==> src/rtl/alu_pkg.sv <==
// Shared opcodes, flag indices and driver FSM states for the ALU front-end.
package alu_pkg;

    localparam logic [3:0] OP_ADD = 4'd0;
    localparam logic [3:0] OP_SUB = 4'd1;
    localparam logic [3:0] OP_MUL = 4'd2;
    localparam logic [3:0] OP_DIV = 4'd3;
    localparam logic [3:0] OP_AND = 4'd4;
    localparam logic [3:0] OP_OR  = 4'd5;
    localparam logic [3:0] OP_XOR = 4'd6;
    localparam logic [3:0] OP_NOT = 4'd7;
    localparam logic [3:0] OP_SHL = 4'd8;
    localparam logic [3:0] OP_SHR = 4'd9;

    localparam logic [3:0] OP_LAST = OP_SHR;

    localparam int FLAG_CARRY = 3;
    localparam int FLAG_OVF   = 2;
    localparam int FLAG_NEG   = 1;
    localparam int FLAG_ZERO  = 0;

    typedef enum logic [1:0] {
        S_IDLE    = 2'd0,
        S_DRIVE   = 2'd1,
        S_CAPTURE = 2'd2,
        S_RESPOND = 2'd3
    } drv_state_t;

endpackage

==> src/rtl/alu_driver.sv <==
// Request/response front-end that sequences one ALU operation at a time
// and returns the captured result with normalised flags.
module alu_driver
    import alu_pkg::*;
#(
    parameter int LENGTH_v      = 5,
    parameter int SETTLE_CYCLES = 3
) (
    input  logic                  clock,
    input  logic                  reset,
    input  logic                  req_valid,
    output logic                  req_ready,
    input  logic [3:0]            req_op,
    input  logic [LENGTH_v-1:0]   req_a,
    input  logic [LENGTH_v-1:0]   req_b,
    output logic [LENGTH_v-1:0]   alu_A,
    output logic [LENGTH_v-1:0]   alu_B,
    output logic [3:0]            alu_control,
    output logic                  alu_enable,
    input  logic [2*LENGTH_v-1:0] alu_result,
    input  logic                  alu_carry,
    input  logic                  alu_overflow,
    input  logic                  alu_negative,
    input  logic                  alu_zero,
    output logic                  rsp_valid,
    input  logic                  rsp_ready,
    output logic [2*LENGTH_v-1:0] rsp_result,
    output logic [3:0]            rsp_flags,
    output logic                  rsp_error,
    output logic [7:0]            op_count
);

    localparam logic [3:0] CNT_LAST = 4'(SETTLE_CYCLES - 1);

    drv_state_t r_state;
    drv_state_t w_next;

    logic [3:0]            r_cnt;
    logic [LENGTH_v-1:0]   r_a;
    logic [LENGTH_v-1:0]   r_b;
    logic [3:0]            r_ctrl;
    logic [2*LENGTH_v-1:0] r_res;
    logic [3:0]            r_flags;
    logic                  r_err;
    logic [7:0]            r_ops;

    logic w_accept;
    logic w_illegal;
    logic w_cnt_done;
    logic w_rsp_done;
    logic w_neg;

    always_ff @(posedge clock or negedge reset) begin
        if (!reset) begin
            r_state <= S_IDLE;
        end else begin
            r_state <= w_next;
        end
    end

    always_comb begin
        w_next     = r_state;
        req_ready  = 1'b0;
        alu_enable = 1'b0;
        rsp_valid  = 1'b0;
        w_accept   = 1'b0;
        w_rsp_done = 1'b0;
        w_illegal  = (req_op > OP_LAST);
        w_cnt_done = (r_cnt == CNT_LAST);
        unique case (r_state)
            S_IDLE: begin
                req_ready = 1'b1;
                w_accept  = req_valid;
                if (req_valid) begin
                    w_next = w_illegal ? S_RESPOND : S_DRIVE;
                end
            end
            S_DRIVE: begin
                alu_enable = 1'b1;
                if (w_cnt_done) begin
                    w_next = S_CAPTURE;
                end
            end
            S_CAPTURE: begin
                w_next = S_RESPOND;
            end
            S_RESPOND: begin
                rsp_valid  = 1'b1;
                w_rsp_done = rsp_ready;
                if (rsp_ready) begin
                    w_next = S_IDLE;
                end
            end
            default: w_next = S_IDLE;
        endcase
    end

    // The ALU reports negative=1 for non-negative arithmetic results.
    assign w_neg = (r_ctrl <= OP_DIV) ? ~alu_negative : 1'b0;

    always_ff @(posedge clock or negedge reset) begin
        if (!reset) begin
            r_cnt <= '0;
        end else if (r_state == S_DRIVE) begin
            r_cnt <= w_cnt_done ? 4'd0 : r_cnt + 4'd1;
        end else begin
            r_cnt <= '0;
        end
    end

    always_ff @(posedge clock or negedge reset) begin
        if (!reset) begin
            r_a     <= '0;
            r_b     <= '0;
            r_ctrl  <= '0;
            r_res   <= '0;
            r_flags <= '0;
            r_err   <= 1'b0;
        end else if (w_accept) begin
            r_a    <= req_a;
            r_b    <= req_b;
            r_ctrl <= req_op;
            if (w_illegal) begin
                r_err   <= 1'b1;
                r_res   <= '0;
                r_flags <= '0;
            end
        end else if (r_state == S_CAPTURE) begin
            r_res                <= alu_result;
            r_flags[FLAG_CARRY]  <= alu_carry;
            r_flags[FLAG_OVF]    <= alu_overflow;
            r_flags[FLAG_NEG]    <= w_neg;
            r_flags[FLAG_ZERO]   <= alu_zero;
            r_err                <= 1'b0;
        end
    end

    always_ff @(posedge clock or negedge reset) begin
        if (!reset) begin
            r_ops <= '0;
        end else if (w_rsp_done) begin
            r_ops <= r_ops + 8'd1;
        end
    end

    assign alu_A       = r_a;
    assign alu_B       = r_b;
    assign alu_control = r_ctrl;
    assign rsp_result  = r_res;
    assign rsp_flags   = r_flags;
    assign rsp_error   = r_err;
    assign op_count    = r_ops;

endmodule

==> config.mk <==
export PLATFORM = sky130hd
export DESIGN_NAME = alu_driver
export DESIGN_NICKNAME = d
export VERILOG_FILES = /design/src/rtl/alu_pkg.sv /design/src/rtl/alu_driver.sv
export SDC_FILE = /design/constraint.sdc
export NUM_CORES = 1
export LEC_CHECK = 0
export BUFFER_PORTS_ARGS = -buffer_cell sky130_fd_sc_hd__clkbuf_2
export CAP_MARGIN = 20
export CORE_ASPECT_RATIO = 1.1
export CORE_MARGIN = 4
export CORE_UTILIZATION = 51
export CTS_CLUSTER_DIAMETER = 50
export CTS_CLUSTER_SIZE = 12
export DETAILED_ROUTE_END_ITERATION = 8
export GPL_ROUTABILITY_DRIVEN = 0
export PLACE_DENSITY_LB_ADDON = 0.05
export SYNTH_ARGS = -nofsm -noshare
export SYNTH_HDL_FRONTEND = slang
export SYNTH_SLANG_ARGS = --single-unit
export TNS_END_PERCENT = 1
==> constraint.sdc <==
create_clock -name clock -period 3.52 [get_ports clock]
set_clock_uncertainty 0.1 [all_clocks]
set_input_delay 0.528 -clock clock [delete_from_list [all_inputs] [get_ports clock]]
set_output_delay 0.528 -clock clock [all_outputs]
set_load 0.01 [all_outputs]
==> out/metrics.csv <==
stage,metric,value,unit
run_status,status,"finished, final reports clean",
cells_and_area,fin_nets,242,
clock_network,cts.htree.levels,2,
floorplan,dieWidth,63.9,um
clock_network,clkSinkCount,43,
detailed_routing,wire_per_inst,14.0,um
floorplan,initial_utilization,0.527,
global_routing,grt_max_degree,44,
timing,fmax,419,MHz
clock_network,cts_root_buf,clkbuf_4,
worst_setup_path,cpPeakStageDelay,0.76,ns
power_and_ir_drop,switching_share,0.373,
timing,tightest_slew,0.962,ns
worst_setup_path,required,3.66,ns
worst_setup_path,endpoint_kind,flop,
global_routing,grt_pass1_wl,5990,um
synth,synth_common_cells,"dfrtp_1 (43), mux2_1 (15), a22o_1 (13)",
worst_hold_path,worstHoldPathType,in -> reg,
power_and_ir_drop,seqPwrFrac,0.451,
global_routing,first_global_vias,1329,
placed_design,dpl.hpwl,2700,um
timing,min_period,2.39,ns
clock_network,cts_tree,yes,
cells_and_area,antenna-diode-count,0,
detailed_routing,drc,0,
synth,synth_top_area_cell,dfrtp_1,
worst_setup_path,cp-startpoint,r_state[0],
floorplan,die_h,69.5,um
worst_setup_path,r2r_start,r_state[0],
timing,slew_headroom,0.357,
detailed_routing,first_pass_iters,4,
timing,hold_viol_final,0,
power_and_ir_drop,power_switching,0.688,mW
power_and_ir_drop,clkPwrFrac,0.119,
clock_network,cts-buffers-inserted,5,
clock_network,clock_latency,0.34,ns
global_routing,antenna_found_initial,0,
cells_and_area,utilization,0.671,
synth,ys_types,24,
synth,synthArstFlopShare,1.00,
synth,synth-edff-count,0,
power_and_ir_drop,leakage,1.19,nW
synth,yosysMostFrequentCell,dfrtp_1,
synth,synth_area,1760,um^2
power_and_ir_drop,finalPower,1.85,mW
synth,synth_top_cell_area_share,0.613,
clock_network,clk_pin_slew,0.11,ns
synth,avgSynthCellArea,13.8,um^2
timing,maxSlewViolCount,0,
detailed_routing,drt_iter0_drc,52,
cells_and_area,design_area,2230,um^2
detailed_routing,viasPerCell,5.00,
worst_setup_path,path_max_fanout,14,
placed_design,placed_cell_area,2150,um^2
timing,setup-violations-final,0,
synth,synthTopCellsByArea,"dfrtp_1 (61%), mux2_1 (9.6%), a22o_1 (6.5%)",
worst_setup_path,crit_path_cell_trace,inv_1 -> ha_1 -> a21boi_1 -> a31oi_1 -> clkbuf_4 -> a22o_1,
worst_setup_path,cp_slowest_cell,a21boi_1,
global_routing,grt_overflow,0,
detailed_routing,antenna_left,0,
clock_network,clockBufferDepth,2,
power_and_ir_drop,ir_drop,494,uV
floorplan,ios,72,
global_routing,grt_usage,0.175,
timing,tns,0,ns
timing,fin_crit_sh,0.678,
worst_setup_path,path_buf_inv,2,
synth,ys_seq_area_frac,0.613,
synth,synthesis.nets,166,
power_and_ir_drop,p_comb_frac,0.429,
synth,yosysWarnings,0,
power_and_ir_drop,power_density,826,nW/um^2
detailed_routing,wirelength,3530,um
floorplan,fp.dieArea,4450,um^2
worst_setup_path,criticalPathCategory,reg -> reg,
detailed_routing,vias,1259,
timing,rsz0062_at_grt,no,
timing,fin_ws,1.13,ns
placed_design,port_buffers,71,
placed_design,place_ws,1.00,ns
cells_and_area,syn_to_final_growth,27.3,%
power_and_ir_drop,internal_power,1.16,mW
worst_hold_path,holdCritStartpoint,req_a[2],
clock_network,post_cts_resized,0,
flow_run,cap_violations,0,
floorplan,fp.coreArea,3330,um^2
synth,synth_top_flop_cell,dfrtp_1,
worst_setup_path,cp.arrival,2.52,ns
worst_setup_path,cp_top_family,compound AO/OA/AOI/OAI gates,
synth,synthesis.instances,127,
worst_setup_path,startpoint_type,flop,
synth,synth_seq_cells,43,
floorplan,fp-row-count,22,
cells_and_area,drive_gt1_frac,0.387,
-- logic make-up after synthesis --
| logic type | synth area share |
|---|---|
| DFF | 0.613 |
| xor gates and xnor gates | 0.0449 |
| adders and majority gates | 0.0499 |
| and+or+nand+nor | 0.0620 |
| AOI/OAI and AO/OA | 0.0927 |
| muxes | 0.113 |
| buffers and inverters | 0.0242 |
-- sequential cells by signal, indices dropped and copies added (netlist names) --
signal and cells:
rsp_error 1, alu_B 5, alu_control 4, rsp_result 10, r_state 2, rsp_flags 4
op_count 8, alu_A 5, r_cnt 4
-- power groups by stage --
stage / combinational (mW) / sequential, mW / clock [mW]
final: 0.793 / 0.833 / 0.221
after CTS: 0.799 / 0.836 / 0.234
after global placement: 0.762 / 0.835 / 0
after floorplan: 0.406 / 0.917 / 0
after global routing: 0.876 / 0.863 / 0.259
after detailed placement: 0.794 / 0.847 / 0
-- layout by cell type, fill, tap and decap left out, types with 2 or more instances in the layout --
| cell | count |
|---|---|
| a22o_1 | 13 |
| and2_1 | 2 |
| and3_1 | 3 |
| clkbuf_1 | 2 |
| clkbuf_2 | 71 |
| clkbuf_4 | 6 |
| dfrtp_1 | 43 |
| ha_1 | 7 |
| inv_1 | 5 |
| mux2_1 | 15 |
| mux2i_1 | 3 |
| nand2_1 | 5 |
| nand4_1 | 4 |
| nor2_1 | 4 |
| xnor2_1 | 8 |
-- repair_timing --
item / CTS / global route
setup buffers: 0 / 0
hold endpoints to repair: 0 / 5
hold buffers: 0 / 1
-- metal layers --
metal  wire length, um  global-route usage
met5                 0                   0
met4                48              0.0647
met3               286              0.0794
met2              1760               0.286
met1              1440               0.200
-- worst reg2reg max path, delay by kind of cell, from the launching register on --
family | cells | cell delay (ns)
fa+ha+maj | 1 | 0.30
buf+inv | 2 | 0.35
flops | 1 | 0.40
compound gates | 3 | 1.13
-- through the flow --
step                instances  hold slack, ns
finish                    252           0.283
global route              252           0.254
CTS                       249           0.269
detailed placement        241           0.367
global placement          241           0.361
floorplan                 127           0.132
-- area by class of cell --
| type | instances | area (um^2) |
|---|---|---|
| Clock buffer | 7 | 45.0 |
| Clock inverter | 1 | 5.00 |
| Fill cell | 283 | 1100 |
| Inverter | 5 | 18.8 |
| Multi-Input combinational cell | 74 | 637 |
| Sequential cell | 43 | 1080 |
| Tap cell | 48 | 60.1 |
| Timing Repair Buffer | 74 | 393 |
-- final timing paths --
| path | end | slack (ns) | depth (start not counted) |
|---|---|---|---|
| worst min-delay path | alu_A[2] | 0.28 | 2 |
| worst max register to register | rsp_flags[2] | 1.13 | 6 |
| worst max-delay path | rsp_flags[2] | 1.13 | 6 |
| min in group asynchronous | alu_A[1] | 0.44 | 2 |
| worst min register to register | op_count[7] | 0.38 | 1 |
| max in group asynchronous | rsp_result[2] | 2.43 | 3 |
No activity file was read; power rests on OpenSTA's default activity.
